**config.mk**
```make
export PLATFORM = sky130hd
export DESIGN_NAME = alu_serial_seq_flat
export DESIGN_NICKNAME = d
export VERILOG_FILES = /design/src/rtl/alu_serial_seq_if.sv /design/src/rtl/alu_serial_seq.sv /design/src/flat_wrapper.sv
export SDC_FILE = /design/constraint.sdc
export NUM_CORES = 1
export LEC_CHECK = 0
export CAP_MARGIN = 20
export CELL_PAD_IN_SITES_DETAIL_PLACEMENT = 0
export CELL_PAD_IN_SITES_GLOBAL_PLACEMENT = 1
export CORE_MARGIN = 1.5
export CORE_UTILIZATION = 42
export CTS_BUF_LIST = sky130_fd_sc_hd__clkbuf_8
export CTS_CLUSTER_DIAMETER = 120
export DETAILED_ROUTE_END_ITERATION = 8
export HOLD_SLACK_MARGIN = 0.02
export PLACE_DENSITY = 0.88
export SLEW_MARGIN = 15
export SYNTH_ARGS = -nofsm -noshare
export SYNTH_HDL_FRONTEND = slang
export SYNTH_SLANG_ARGS = --single-unit
```
**constraint.sdc**
```tcl
create_clock -name clk -period 2.47 [get_ports clk]
set_input_delay 0.247 -clock clk [delete_from_list [all_inputs] [get_ports clk]]
set_output_delay 0.247 -clock clk [all_outputs]
set_load 0.05 [all_outputs]
```
**src/rtl/alu_serial_seq_if.sv**
```systemverilog
// Handshake and operand/result bus for the bit-serial ALU sequencer.
// The master issues Start with operands; the slave reports Ready/Done and
// the registered result and flags.
interface alu_serial_seq_if #(
  parameter int WIDTH = 24
);
  logic             start;
  logic [3:0]       alu_ctl;
  logic [WIDTH-1:0] a;
  logic [WIDTH-1:0] b;
  logic             ready;
  logic             done;
  logic [WIDTH-1:0] result;
  logic             zero;
  logic             overflow;
  logic             carry_out;

  modport master (
    output start, alu_ctl, a, b,
    input  ready, done, result, zero, overflow, carry_out
  );

  modport slave (
    input  start, alu_ctl, a, b,
    output ready, done, result, zero, overflow, carry_out
  );
endinterface

```
**src/rtl/alu_serial_seq.sv**
```systemverilog
// Bit-serial ALU sequencer: pushes one operand bit pair per cycle through a
// single 1-bit ALU slice, LSB first, and assembles the WIDTH-bit result.
// SLT runs the slice as a subtract and fixes up the sign with the overflow.
module alu_serial_seq #(
  parameter int WIDTH = 24
) (
  input  logic              clk,
  input  logic              rst_n,
  alu_serial_seq_if.slave   bus
);
  localparam int CW = $clog2(WIDTH);
  localparam logic [CW-1:0] CNT_LAST = CW'(WIDTH - 1);

  typedef enum logic [1:0] {S_IDLE, S_RUN, S_DONE} state_t;

  state_t           state_q, state_d;
  logic [WIDTH-1:0] sa_q, sa_d, sb_q, sb_d;
  logic [WIDTH-2:0] rsh_q, rsh_d;
  logic [3:0]       ctl_q, ctl_d;
  logic [CW-1:0]    cnt_q, cnt_d;
  logic             carry_q, carry_d;
  logic [WIDTH-1:0] result_q, result_d;
  logic             zero_q, zero_d, ovf_q, ovf_d, cout_q, cout_d;

  // Slice drive and response
  logic       sl_a, sl_b, sl_ainv, sl_binv, sl_cin, sl_less;
  logic [1:0] sl_op;
  logic       sl_res, sl_cout;
  logic       accept;
  logic [WIDTH-1:0] word, fin;

  // Slice inputs: SLT is run as a subtract pass, LESS is never used
  always_comb begin
    sl_a    = sa_q[0];
    sl_b    = sb_q[0];
    sl_ainv = ctl_q[3];
    sl_binv = ctl_q[2];
    sl_cin  = carry_q;
    sl_less = 1'b0;
    sl_op   = (ctl_q == 4'b0111) ? 2'b10 : ctl_q[1:0];
  end

  // The 1-bit ALU slice itself
  always_comb begin
    logic aa, bb;
    aa      = sl_a ^ sl_ainv;
    bb      = sl_b ^ sl_binv;
    sl_cout = (aa & bb) | (sl_cin & (aa ^ bb));
    unique case (sl_op)
      2'b00:   sl_res = aa & bb;
      2'b01:   sl_res = aa | bb;
      2'b10:   sl_res = aa ^ bb ^ sl_cin;
      default: sl_res = sl_less;
    endcase
  end

  // Next-state, shift datapath and completion results
  always_comb begin
    state_d  = state_q;
    sa_d     = sa_q;
    sb_d     = sb_q;
    rsh_d    = rsh_q;
    ctl_d    = ctl_q;
    cnt_d    = cnt_q;
    carry_d  = carry_q;
    result_d = result_q;
    zero_d   = zero_q;
    ovf_d    = ovf_q;
    cout_d   = cout_q;
    accept   = (state_q != S_RUN) && bus.start;
    word     = {sl_res, rsh_q};
    fin      = '0;

    unique case (state_q)
      S_IDLE: if (accept) state_d = S_RUN;
      S_RUN: begin
        sa_d    = {1'b0, sa_q[WIDTH-1:1]};
        sb_d    = {1'b0, sb_q[WIDTH-1:1]};
        rsh_d   = word[WIDTH-1:1];
        carry_d = sl_cout;
        cnt_d   = cnt_q + CW'(1);
        if (cnt_q == CNT_LAST) begin
          state_d = S_DONE;
          ovf_d   = 1'b0;
          cout_d  = 1'b0;
          unique case (ctl_q)
            4'b0000, 4'b0001, 4'b1100: fin = word;
            4'b0010, 4'b0110: begin
              fin    = word;
              ovf_d  = carry_q ^ sl_cout;
              cout_d = sl_cout;
            end
            // sign of the difference, corrected when the subtract overflowed
            4'b0111: fin = {{(WIDTH-1){1'b0}}, sl_res ^ carry_q ^ sl_cout};
            default: fin = '0;
          endcase
          result_d = fin;
          zero_d   = (fin == '0);
        end
      end
      S_DONE:  state_d = accept ? S_RUN : S_IDLE;
      default: state_d = S_IDLE;
    endcase

    // Capture operands; BInvert doubles as the bit-0 carry-in
    if (accept) begin
      sa_d    = bus.a;
      sb_d    = bus.b;
      ctl_d   = bus.alu_ctl;
      cnt_d   = '0;
      carry_d = bus.alu_ctl[2];
    end
  end

  // State and datapath registers
  always_ff @(posedge clk or negedge rst_n) begin
    if (!rst_n) begin
      state_q  <= S_IDLE;
      sa_q     <= '0;
      sb_q     <= '0;
      rsh_q    <= '0;
      ctl_q    <= '0;
      cnt_q    <= '0;
      carry_q  <= 1'b0;
      result_q <= '0;
      zero_q   <= 1'b0;
      ovf_q    <= 1'b0;
      cout_q   <= 1'b0;
    end else begin
      state_q  <= state_d;
      sa_q     <= sa_d;
      sb_q     <= sb_d;
      rsh_q    <= rsh_d;
      ctl_q    <= ctl_d;
      cnt_q    <= cnt_d;
      carry_q  <= carry_d;
      result_q <= result_d;
      zero_q   <= zero_d;
      ovf_q    <= ovf_d;
      cout_q   <= cout_d;
    end
  end

  assign bus.ready     = (state_q != S_RUN);
  assign bus.done      = (state_q == S_DONE);
  assign bus.result    = result_q;
  assign bus.zero      = zero_q;
  assign bus.overflow  = ovf_q;
  assign bus.carry_out = cout_q;
endmodule

```
**src/flat_wrapper.sv**
```systemverilog
// flat-port wrapper written by rule: the top's interface ports become plain ports
module alu_serial_seq_flat 
#(
  parameter int WIDTH = 24
)
  (clk, rst_n, bus_start, bus_alu_ctl, bus_a, bus_b, bus_ready, bus_done, bus_result, bus_zero, bus_overflow, bus_carry_out);
  alu_serial_seq_if #(.WIDTH(WIDTH)) bus_i ();
  input  logic clk;
  input  logic rst_n;
  input wire logic [$bits(bus_i.start)-1:0] bus_start;
  input wire logic [$bits(bus_i.alu_ctl)-1:0] bus_alu_ctl;
  input wire logic [$bits(bus_i.a)-1:0] bus_a;
  input wire logic [$bits(bus_i.b)-1:0] bus_b;
  output wire logic [$bits(bus_i.ready)-1:0] bus_ready;
  output wire logic [$bits(bus_i.done)-1:0] bus_done;
  output wire logic [$bits(bus_i.result)-1:0] bus_result;
  output wire logic [$bits(bus_i.zero)-1:0] bus_zero;
  output wire logic [$bits(bus_i.overflow)-1:0] bus_overflow;
  output wire logic [$bits(bus_i.carry_out)-1:0] bus_carry_out;
  assign bus_i.start = bus_start;
  assign bus_i.alu_ctl = bus_alu_ctl;
  assign bus_i.a = bus_a;
  assign bus_i.b = bus_b;
  assign bus_ready = bus_i.ready;
  assign bus_done = bus_i.done;
  assign bus_result = bus_i.result;
  assign bus_zero = bus_i.zero;
  assign bus_overflow = bus_i.overflow;
  assign bus_carry_out = bus_i.carry_out;
  alu_serial_seq #(.WIDTH(WIDTH)) u_core (.clk(clk), .rst_n(rst_n), .bus(bus_i));
endmodule
```
======== Word-level counts from Yosys, hierarchy flattened ========
Index checks and enable logic that the tools add are counted.
word-level totals
  bits in registers ....................... 110
  bits of input ports ..................... 55
  logic and storage cells ................. 65
operators by class
  add/subtract/negate cells ............... 1
  equal/unequal tests ..................... 13
  muxes and demuxes ....................... 19
  bitwise gates (word level) .............. 11
  reduce and logical (&&, ||, !) cells .... 10
operators by type and width
  operator             count
  $mux 24              6
  $pmux 24 s2          1
  $logic_not 24->1     1
  $mux 5               2
  $eq 4x3->1 const B   2
  $xor 1x1->1          7
  $mux 2               3
  $ne 2x1->1 const B   3
  $pmux 2 s3           1
  $add 5x1->5 const B  1
  $eq 5x5->1 const B   1
  $mux 1               5
  $reduce_or 5->1      1
  $eq 2x1->1 const B   2
  $eq 2x2->1 const B   2
  $eq 4x1->1 const B   1
  $eq 4x2->1 const B   1
  $eq 4x4->1 const B   1
  $logic_not 2->1      2
  $logic_not 4->1      1
  $reduce_and 2->1     2
  $pmux 1 s3           1
  $and 1x1->1          2
  $or 1x1->1           2
  3 further kinds      3

======== Logic depth before layout (Yosys ltp) ========
Gate-level depths: netlist of run 1.
  word-level depth ........................ 10
  gate-level depth with buffers ........... 7
  mapped depth without buffers ............ 7

======== Worst setup path after synthesis of run 1 ========
No wires, ideal clock.
  path type ............................... reg-to-reg
  start point ............................. register u_core.ctl_q[3]
  end point ............................... register u_core.zero_q (netlist: u_core.bus.zero)
  setup time .............................. 0.067 ns
  arrival time ............................ 1.862 ns
  required time ........................... 2.403 ns
  slack ................................... 0.541 ns
  stages on the path, launching flop included .. 7
  path buffers ............................ 0
  cell sequence ........................... dfrtp_1 xnor2_1 inv_1 fa_1 o221a_2 o32ai_2 a22o_1
between the ends
  cells in the longest elaborated chain, start to end .. 10
  elaborated cells on any way between the ends .. 25
  those cells by class .................... eq/ne: 7; mux: 5; bitwise: 9; reduce/logical: 4
ends and longest elaborated chain
  item                                       line                                                              text
  start, declared                            alu_serial_seq.sv:19                                              logic [3:0] ctl_q, ctl_d;
  start signal, assigned                     alu_serial_seq.sv:134                                             ctl_q <= ctl_d;
  $eq 4x3->1 or $xor 1x1->1 (tied branches)  alu_serial_seq.sv:40, alu_serial_seq.sv:86, alu_serial_seq.sv:46
  $mux 2 or $xor 1x1->1 (tied branches)      alu_serial_seq.sv:40, alu_serial_seq.sv:48, alu_serial_seq.sv:52
  $eq 2x2->1 (tied with other cells)         alu_serial_seq.sv:49                                              unique case (sl_op)
  $pmux 1 s3                                 alu_serial_seq.sv:49
  $xor 1x1->1 (2 in series)                  alu_serial_seq.sv:94                                              4'b0111: fin = {{(WIDTH-1){1'b0}}, sl_res ^ carry_q ^ sl_cout};
  $pmux 24 s2 *                              alu_serial_seq.sv:86                                              unique case (ctl_q)
  $mux 24 *                                  alu_serial_seq.sv:82                                              if (cnt_q == CNT_LAST) begin
  $mux 24 *                                  alu_serial_seq.sv:74                                              unique case (state_q)
  $logic_not 24->1 *                         alu_serial_seq.sv:98                                              zero_d = (fin == '0);
  end signal, assigned                       alu_serial_seq.sv:138                                             zero_q <= zero_d;
  end, declared                              alu_serial_seq.sv:23                                              logic zero_q, zero_d, ovf_q, ovf_d, cout_q, cout_d;
Mark *: on every way between the ends. The rest lies on a longest branch, timed or not. The select of a mux whose other input is x is not followed.
A chain may end at the register's enable or synchronous reset.

======== Final worst setup path of run 1 ========
Same ends and word-level chain as after synthesis.

==> impl_results.md, run 1 <==
* Buffers and inverters on the worst path at 1
* Asr flop ratio synth at 100%
* DR WL/cell at 13.3 um
* Clock Root Buffer: clkbuf_8
* Initial antenna violation count at 0
* Synth warn at 0
* Drt pass-1 iters at 4
* Num ports at 84
* Reg2reg end: u_core.bus.zero
* Syn nets at between 500 and 600
* Worst Reg-to-Reg Cells at 7
* Routed WL at 9510 um
* Layout Utilization at between 50% and 60%
* Internal power at between 4 and 5 mW
* Initial Utilization at between 40 and 50%
* Relative max-transition margin at between 50% and 60%
* Row cnt at 38
* Area growth syn-to-layout at 24.3%
* Post-route clock period utilization at 84.5%
* Psw at 2.95 mW
* H-tree depth at 3
* Top cell type's share of synthesized area at 57.0%
* CTS tree: built
* Sequential share of power at 43.0%
* Crit path largest cell delay at about 0.46 ns
* DR iter-0 viols at between 100 and 150
* PortBufs at between 80 and 90
* Clock group share of total power at about 15%
* CP Capture Type: flip-flop
* CTS resizes at 0
* Sw Share at 41.6%
* Non-Filler Instances at between 700 and 800
* Post-route setup TNS at 0 ns
* Critical path required time at 2.73 ns
* Worst Max-Slew Pin Slew at 0.724 ns
* Vias in the first global route at 3599
* Clock buffer depth at 2
* Total leakage power at around 2.8 nW
* Latest clock arrival within the worst-skew pair at between 0.3 and 0.4 ns
* First-pass GRT wire length at around 16000 um
* Worst reg2reg setup slack at between 0.3 and 0.4 ns
* Logic pwr share at 41.6%
* HP Start: bus_start
* RSZ-0062 raised after global routing: no
* Dpl ws at between 0.3 and 0.4 ns
* GP Congestion at 0.755
* Achievable frequency at ~480 MHz
* Antenna diodes at 0
* DR vias at roughly 3600
* Worst VDD drop at ~0.68 mV
* Commonest cells in the netlist: nand2_1, dfrtp_1, o21ai_0, mux2i_1, buf_2
* Core ar. at between 10000 and 15000 um2
* Hold Path Sink: u_core.state_q[0]
* Status: completed
* Number of buffers created by CTS at 9
* Crit path max fanout at 6
* Critical path class: reg -> reg
* Mean Syn Cell Area at ~10 um2
* Cell variety after synth at 36
* Sequential-to-total area share from yosys stat at a little under three fifths
* Count leader, synth: nand2_1
* Final nets at between 600 and 700
* #FFs+latches synth at 110
* Worst hold path type: in -> reg
* Fillers at 1005
* HPWL Detailed at roughly 6500 um
* Die Ht at roughly 110 um
* Layout cells sized above 1 at 6.27%
* Die W at around 110 um
* Area contributors post-synth: dfrtp_1, nand2_1, mux2i_1
* Clock Pin Slew Worst Setup and Hold Paths at ~0.090 ns
* Setup ws final at between 0.3 and 0.4 ns
* Crit-path cells: xnor2_1, inv_1, fa_1, xnor2_1, xnor2_1, a31oi_1, a22o_1
* All-Layer GR Usage at 16.9%
* Placed insts at approximately 700
* Worst reg2reg startpoint: u_core.ctl_q[3]
* Yosys top cell by area: dfrtp_1
* Hold Vio Cnt, Final at 0
* Max_cap viols at 0
* Clock skew at about 0.0054 ns
* # clock sinks at 110
* Worst setup SP type: flip-flop
* GRT overflow at 0
* Antenna viol nets, final at 0
* Final Setup Violations at 0
* Full die area at approximately 12000 um2
* Total power at around 7.1 mW
* Post-Synthesis Cells at 494
* Mapped Area at 4830 um2
* CP max stage cell: fa_1
* Crit path arrival time at ~2.4 ns
* # DRC at 0
* Via-to-Cell Ratio at just over 5
* Crit path top cell by count: xnor2_1
* Post-synth EDFFs at 0
* Worst hold path depth at 3
* Pin count of the biggest net entering global routing at 111
* P per Cell Area at roughly 1200 nW/um2
* Slew Viols, Final at 0
* Synth Flop Type: dfrtp_1
* Cell family with most CP delay: XOR/XNOR gates
* Fin crit period at 2.09 ns
-- flip-flops by register name (all words and copies together) (netlist names) --
name                  flops
u_core.sa_q              24
u_core.bus.carry_out      1
u_core.state_q            2
u_core.ctl_q              4
u_core.rsh_q             23
u_core.bus.overflow       1
u_core.sb_q              24
u_core.carry_q            1
u_core.cnt_q              5
u_core.bus.zero           1
u_core.bus.result        24
-- cells in the final DEF, fill, tap and decap left out, types with 2 or more instances in the layout --
| master | synthesis | routed |
|---|---|---|
| clkbuf_8 | 0 | 11 |
| mux2i_1 | 49 | 49 |
| nor2_1 | 7 | 7 |
| nor3_1 | 2 | 2 |
| mux2_2 | 4 | 4 |
| dfrtp_1 | 110 | 110 |
| clkinv_2 | 0 | 3 |
| o21ai_0 | 79 | 79 |
| xnor2_1 | 3 | 3 |
| clkdlybuf4s50_1 | 0 | 80 |
| ha_1 | 3 | 3 |
| inv_1 | 5 | 6 |
| buf_12 | 0 | 2 |
| nand3_1 | 2 | 2 |
| a31oi_1 | 4 | 4 |
| nor4_1 | 5 | 5 |
| buf_4 | 1 | 10 |
| nand2_1 | 169 | 169 |
| nand4_1 | 3 | 3 |
-- what timing repair did --
action / 4_1_cts / 5_1_grt
hold endpoints to repair: 110 / 0
setup buffers: 0 / 0
setup endpoints to repair: 0 / 0
hold buffers: 1 / 0
-- routing by layer --
metal / global-route usage (%) / wire length [um]
met5: 0 / 0
met4: 6.78 / 188
met3: 4.59 / 545
met2: 28.3 / 4520
met1: 20.7 / 4260
-- worst min-delay path: stages --
cell and delay (ns):
buf_2 0.28, inv_1 0.15, o22ai_1 0.08
-- stage by stage --
stage | instance area (um2) | hold WS (ns)
floorplan | 4830 | -0.0486
global placement | 5790 | 0.377
detailed placement | 5790 | 0.379
CTS | 6000 | 0.441
global route | 6000 | 0.475
finish | 6000 | 0.439
-- final cells by class --
cell class,instances,area [um2],share of cell area (%)
sequential,110,2750,45.9
multi-input combinational,348,1920,32.0
timing repair buffer,94,931,15.5
tap,140,175,2.92
clock buffer,11,151,2.52
clock inverter,5,48.8,0.814
inverter,6,22.5,0.375
-- kinds of logic (layout without fill, tap and decap cells) --
family | after synthesis | in the layout | share of synthesized area [%]
DFF | 110 | 110 | 57.0
and+or+nand+nor | 195 | 195 | 16.2
xor gates and xnor gates | 4 | 4 | 0.726
adders and majority gates | 4 | 4 | 1.19
AOI/OAI and AO/OA | 92 | 92 | 10.3
muxes | 53 | 53 | 11.1
buffers and inverters | 36 | 116 | 3.40
-- worst max path at each step --
stage,depth (start not counted),to,slack (ns),startpoint
floorplan,6,u_core.bus.zero,0.54,u_core.ctl_q[3]
global placement,7,u_core.bus.zero,0.46,u_core.ctl_q[3]
detailed placement,7,u_core.bus.zero,0.39,u_core.ctl_q[3]
CTS,7,u_core.bus.zero,0.37,u_core.ctl_q[3]
global route,7,u_core.bus.zero,0.19,u_core.ctl_q[3]
finish,7,u_core.bus.zero,0.38,u_core.ctl_q[3]
-- power by group through the flow --
stage,sequential [mW],combinational [mW],clock [mW]
6_report,3.05,2.95,1.09
4_1_cts,3.05,2.98,1.13
2_1_floorplan,3.49,1.66,0
5_1_grt,3.15,3.32,1.19
3_5_place_dp,3.09,2.99,0
3_3_place_gp,3.05,2.88,0
Note: power is estimated with default switching activity, not from simulation.
==> run 2, diff against run 1 <==
Clock period 2.47 ns to 2.1 ns, I/O delays scaled along.
==> run 2 against run 1 <==
Via count is 0.94% lower. Register-to-register slack lost 0.23 ns. Clock skew grew 0.0012 ns. Sequential power up 18%. Non-clock buffer count is 2 higher. Total power is 17% higher. Critical path depth shrank 1. Sequential share of layout area shrank 0.21 points. Die area stayed put. Clock-buffer cell count is 1 lower. Cell count is the same. Setup slack got worse by 0.23 ns. Highest routed layer unchanged.
==> impl_results.md, run 2 (synthesis results as in run 1) <==
* Status: completed
* Worst setup SP type: flip-flop
* Via-to-Cell Ratio at 5.02 (-0.94%)
* First-pass GRT wire length at 16300 um (+1.9%)
* Die W at 110 um (unchanged)
* # DRC at 0 (unchanged)
* Final Setup Violations at 0 (unchanged)
* Non-Filler Instances at 714 (unchanged)
* Core ar. at 11000 um2 (unchanged)
* RSZ-0062 raised after global routing: no
* # clock sinks at 110 (unchanged)
* Vias in the first global route at 3549 (-1.4%)
* Antenna viol nets, final at 0 (unchanged)
* All-Layer GR Usage at 17.3% (+0.45 points)
* Fillers at 990 (-1.5%)
* CP Capture Type: flip-flop
* HPWL Detailed at 6350 um (-2.6%)
* Clock buffer depth at 2 (unchanged)
* DR vias at 3587 (-0.94%)
* Drt pass-1 iters at 4 (unchanged)
* Layout cells sized above 1 at 6.62% (+0.35 points)
* Slew Viols, Final at 0 (unchanged)
* Placed insts at 699 (+0.29%)
* Worst Reg-to-Reg Cells at 6 (-1)
* Worst hold path type: in -> reg
* Critical path required time at 2.41 ns (-0.32 ns)
* Clock skew at 0.00658 ns (+0.00116 ns)
* Layout Utilization at 54.6% (+0.25 points)
* Area growth syn-to-layout at 24.9%
* GP Congestion at 0.764 (+1.2%)
* DR iter-0 viols at 212 (+66%)
* Fin crit period at 1.95 ns (-0.135 ns)
* Total leakage power at 2.86 nW (+1.0%)
* PortBufs at 83 (unchanged)
* Relative max-transition margin at 61.3% (+9.6 points)
* Post-route setup TNS at 0 ns (unchanged)
* H-tree depth at 3 (unchanged)
* Number of buffers created by CTS at 9 (unchanged)
* Num ports at 84 (unchanged)
* Clock Pin Slew Worst Setup and Hold Paths at 0.09 ns (about the same)
* Crit path max fanout at 3 (-3)
* DR WL/cell at 13.3 um (about the same)
* Worst VDD drop at 0.819 mV (+20%)
* Post-route clock period utilization at 92.9% (+8.4 points)
* Achievable frequency at 512 MHz (+6.9%)
* Antenna diodes at 0 (unchanged)
* Worst hold path depth at 3 (unchanged)
* Latest clock arrival within the worst-skew pair at 0.37 ns (about the same)
* Commonest cells after routing, fill and taps aside: nand2_1, dfrtp_1, o21ai_0, clkdlybuf4s50_1, mux2i_1
* Routed WL at 9510 um (about the same)
* Worst Max-Slew Pin Slew at 0.580 ns (-0.143 ns)
* GRT overflow at 0 (unchanged)
* Post-CTS setup buffers at 0 (unchanged)
* Hold Vio Cnt, Final at 0 (unchanged)
* Die Ht at 110 um (unchanged)
* Initial antenna violation count at 0 (unchanged)
* CTS tree: built
* Pin count of the biggest net entering global routing at 111 (unchanged)
* Initial Utilization at 43.7% (unchanged)
* Clock Root Buffer: clkbuf_8
* Critical path class: reg -> reg
* Worst hold margin at 0.396 ns (-0.0429 ns)
* Final nets at 630 (+0.32%)
* Commonest non-fill, non-tap cell in the layout: nand2_1
* Crit path arrival time at 2.26 ns (-0.09 ns)
* Max_cap viols at 0 (unchanged)
* P per Cell Area at 1380 nW/um2 (+16%)
* Full die area at 12100 um2 (unchanged)
* Row cnt at 38 (unchanged)
[run 2: report_power, final]
part	switching (mW)	total [mW]	internal, mW
Combinational	2.20	3.60	1.40
Clock	0.665	1.10	0.440
Sequential	0.626	3.59	2.96
Total	3.49	8.29	4.80
[run 2: worst paths after layout]
check,start,end,slack [ns]
worst max-delay path,u_core.ctl_q[3],u_core.bus.zero,0.15
worst min-delay path,bus_start,u_core.state_q[0],0.40
worst max register to register,u_core.ctl_q[3],u_core.bus.zero,0.15
worst min register to register,u_core.bus.carry_out,u_core.bus.carry_out,0.47
max in group asynchronous,rst_n,u_core.sb_q[4],1.21
min in group asynchronous,rst_n,u_core.bus.result[20],0.45
[run 2: stage by stage]
| step | setup slack [ns] | cell area (um2) | total power, mW |
|---|---|---|---|
| 3_5_place_dp | 0.0943 | 5840 | 7.19 |
| 5_1_grt | 0.0151 | 6030 | 9.00 |
| 3_3_place_gp | 0.140 | 5840 | 7.05 |
| 6_report | 0.149 | 6030 | 8.29 |
| 4_1_cts | 0.0534 | 6010 | 8.31 |
| 2_1_floorplan | 0.171 | 4830 | 6.06 |
[run 2: repair_timing]
item / in CTS / in global routing
endpoints found under the setup margin: 0 / 2
hold endpoints to repair: 110 / 0
hold buffers: 1 / 0
resized for setup: 0 / 4
[run 2: critical path, cell delays in order, from the launching register on]
cell and delay (ns):
dfrtp_1 0.40, xnor2_1 0.21, inv_1 0.11, fa_2 0.48, o221a_2 0.29, o32ai_2 0.25
a22o_1 0.15
[run 2: layout make-up]
| type | count | area [um2] | area share (%) |
|---|---|---|---|
| sequential | 110 | 2750 | 45.7 |
| multi-input combinational | 348 | 1930 | 32.1 |
| timing repair buffer | 96 | 986 | 16.4 |
| clock inverter | 4 | 17.5 | 0.291 |
| tap | 140 | 175 | 2.91 |
| clock buffer | 10 | 138 | 2.28 |
| inverter | 6 | 22.5 | 0.374 |
[run 2: metal layers]
metal	GRT usage, %	wire length, um	share of wire, %
met5	0	0	0
met4	4.12	77	0.81
met3	6.76	601	6.3
met2	28.7	4400	46
met1	21.4	4440	47
==> run 3, diff against run 2 <==
Settings changed: CAP_MARGIN 20 to unset, CORE_UTILIZATION 42 to 25, PLACE_DENSITY 0.88 to 0.6.
==> run 3 against run 2 <==
Register-to-register slack hardly changed. Hold slack worse by 0.10 ns. Critical path depth stayed put. Utilization is 22 points lower. Non-clock buffer count is 1 higher. Sequential share of layout area is 1.5 points lower. Wire length is 15% higher. Sequential power hardly changed. Fmax is 0.71% lower. Clock power is 23% higher. Via count is 2.5% higher. Final area is 3.4% higher.
==> impl_results.md, run 3 (synthesis results as in run 1) <==
* Critical path class: reg -> reg
* Initial Utilization at 25.6% (-18 points)
* Fillers at 1946 (+97%)
* Worst reg2reg startpoint: u_core.ctl_q[3]
* DR iter-0 viols at 149 (-30%)
* Antenna viol nets, final at 0 (unchanged)
* Total leakage power at 2.86 nW (about the same)
* Busiest grt layer: met2
* Via-to-Cell Ratio at 4.39 (-13%)
* Met1 global-route usage at 14.4% (-7.0 points)
* Crit-path cells: xnor2_1, inv_1, fa_2, o221a_2, o32ai_2, a22o_1
* DR WL/cell at 13.1 um (-1.8%)
* Crit path largest cell delay at 0.49 ns (about the same)
* Number of buffers created by CTS at 9 (unchanged)
* Latest clock arrival within the worst-skew pair at 0.38 ns (about the same)
* CP max stage cell: fa_2
* Final nets at 631 (+0.16%)
* Clock skew at 0.00768 ns (+0.00110 ns)
* Critical path endpoint: u_core.bus.zero
* Full die area at 20100 um2 (+66%)
* Dpl ws at 0.0630 ns (-0.0313 ns)
* Status: completed
* Hold Vio Cnt, Final at 0 (unchanged)
* CP Capture Type: flip-flop
* P per Cell Area at 1380 nW/um2 (about the same)
* DR vias at 3676 (+2.5%)
* Worst Reg-to-Reg Cells at 6 (unchanged)
* Fin crit period at 1.97 ns (+0.0140 ns)
* Drt pass-1 iters at 5 (+1)
* Pin count of the biggest net entering global routing at 103 (-7.2%)
* HPWL Detailed at 7620 um (+20%)
* CTS tree: built
* Critical path required time at 2.43 ns (+0.02 ns)
* Met3 Use GR at 4.24% (-2.5 points)
* GP Congestion at 0.717 (-6.2%)
* Commonest cells after routing, fill and taps aside: nand2_1, dfrtp_1, o21ai_0, clkdlybuf4s50_1, mux2i_1
* First-pass GRT wire length at 18500 um (+14%)
* Max_cap viols at 0 (unchanged)
* All-Layer GR Usage at 11.6% (-5.7 points)
* Relative max-transition margin at 60.3% (-1.0 points)
* Post-CTS setup buffers at 0 (unchanged)
* Worst reg2reg setup slack at 0.13 ns (about the same)
* Initial antenna violation count at 0 (unchanged)
* H-tree depth at 3 (unchanged)
* Core ar. at 18800 um2 (+71%)
* Post-route setup TNS at 0 ns (unchanged)
* Num ports at 84 (unchanged)
* Vias in the first global route at 3612 (+1.8%)
* Cell family with most CP delay: compound AO/OA/AOI/OAI gates
* Crit path max fanout at 3 (unchanged)
* RSZ-0062 raised after global routing: no
* Commonest non-fill, non-tap cell in the layout: nand2_1
* Layout cells sized above 1 at 7.45% (+0.83 points)
* Die Ht at 142 um (+29%)
* PortBufs at 83 (unchanged)
* Clock Pin Slew Worst Setup and Hold Paths at 0.11 ns (+0.02 ns)
* CP Launch Point: u_core.ctl_q[3]
* Achievable frequency at 509 MHz (-0.71%)
* Setup ws final at 0.135 ns (-0.0140 ns)
* Worst VDD drop at 0.383 mV (-53%)
* GRT overflow at 0 (unchanged)
* Crit path arrival time at 2.29 ns (+0.03 ns)
* Worst Max-Slew Pin Slew at 0.595 ns (+0.0152 ns)
* Area taken by flip-flops and latches at 2750 um2 (unchanged)
* Clock buffer depth at 2 (unchanged)
* Clock Root Buffer: clkbuf_8
* Die W at 142 um (+29%)
* Stages on worst setup path at 6 (unchanged)
* Post-route clock period utilization at 93.6% (+0.67 points)
* # DRC at 0 (unchanged)
* Reg2reg end: u_core.bus.zero
* Row cnt at 50 (+32%)
* Slew Viols, Final at 0 (unchanged)
* Final Setup Violations at 0 (unchanged)
* # clock sinks at 110 (unchanged)
* Antenna diodes at 0 (unchanged)
* Worst hold path type: in -> reg
* Met2 Use GR at 18.9% (-9.8 points)
* Worst setup SP type: flip-flop
* Area occupied by multi-input gates at 1930 um2 (unchanged)
* Routed WL at 11000 um (+15%)
* Buffers and inverters on the worst path at 1 (unchanged)
* Area growth syn-to-layout at 29.1%
-- run 3: worst min-delay path, stage by stage --
cell     delay (ns)
buf_2          0.23
inv_1          0.13
o22ai_1        0.08
-- run 3: what timing repair did --
| item | in CTS | in global routing |
|---|---|---|
| hold buffers | 1 | 0 |
| hold endpoints to repair | 41 | 0 |
| gates resized for setup | 1 | 3 |
| endpoints found under the setup margin | 1 | 2 |
-- run 3: through the flow --
step	util, %	total power [mW]	instances	hold WS [ns]	area [um2]
2_1_floorplan	-	6.06	494	-0.0856	4830
3_3_place_gp	31.9	7.18	820	0.253	6000
3_5_place_dp	31.9	7.29	820	0.259	6000
4_1_cts	33.0	8.69	837	0.256	6210
5_1_grt	33.1	9.31	837	0.302	6230
6_report	33.1	8.58	837	0.296	6230
-- run 3: layer usage --
metal	up-vias	wire length [um]
met2	84	5110
met4	0	129
met3	13	767
met1	1767	4950
li1	1812	-
met5	-	0
-- run 3: worst min path at each step --
stage	startpoint	to	slack [ns]	cells after the start
after global routing	bus_start	u_core.state_q[0]	0.30	3
after detailed placement	rst_n	u_core.bus.result[18]	0.26	1
final	bus_start	u_core.state_q[0]	0.30	3
after global placement	rst_n	u_core.bus.result[18]	0.25	1
after floorplan	rst_n	u_core.bus.carry_out	-0.09	0
after CTS	bus_start	u_core.state_q[0]	0.26	3
-- run 3: report_power, final --
group          total [mW]  switching (mW)  internal [mW]
logic                3.63            2.22           1.40
registers            3.60           0.638           2.96
clock network        1.35           0.756          0.593
total                8.58            3.62           4.96
-- run 3: area by class of cell --
type,instances,area share [%]
inverter,6,0.361
clock buffer,10,2.21
multi-input combinational,348,31.0
timing repair buffer,97,15.9
clock inverter,6,1.10
sequential,110,44.2
tap,260,5.22
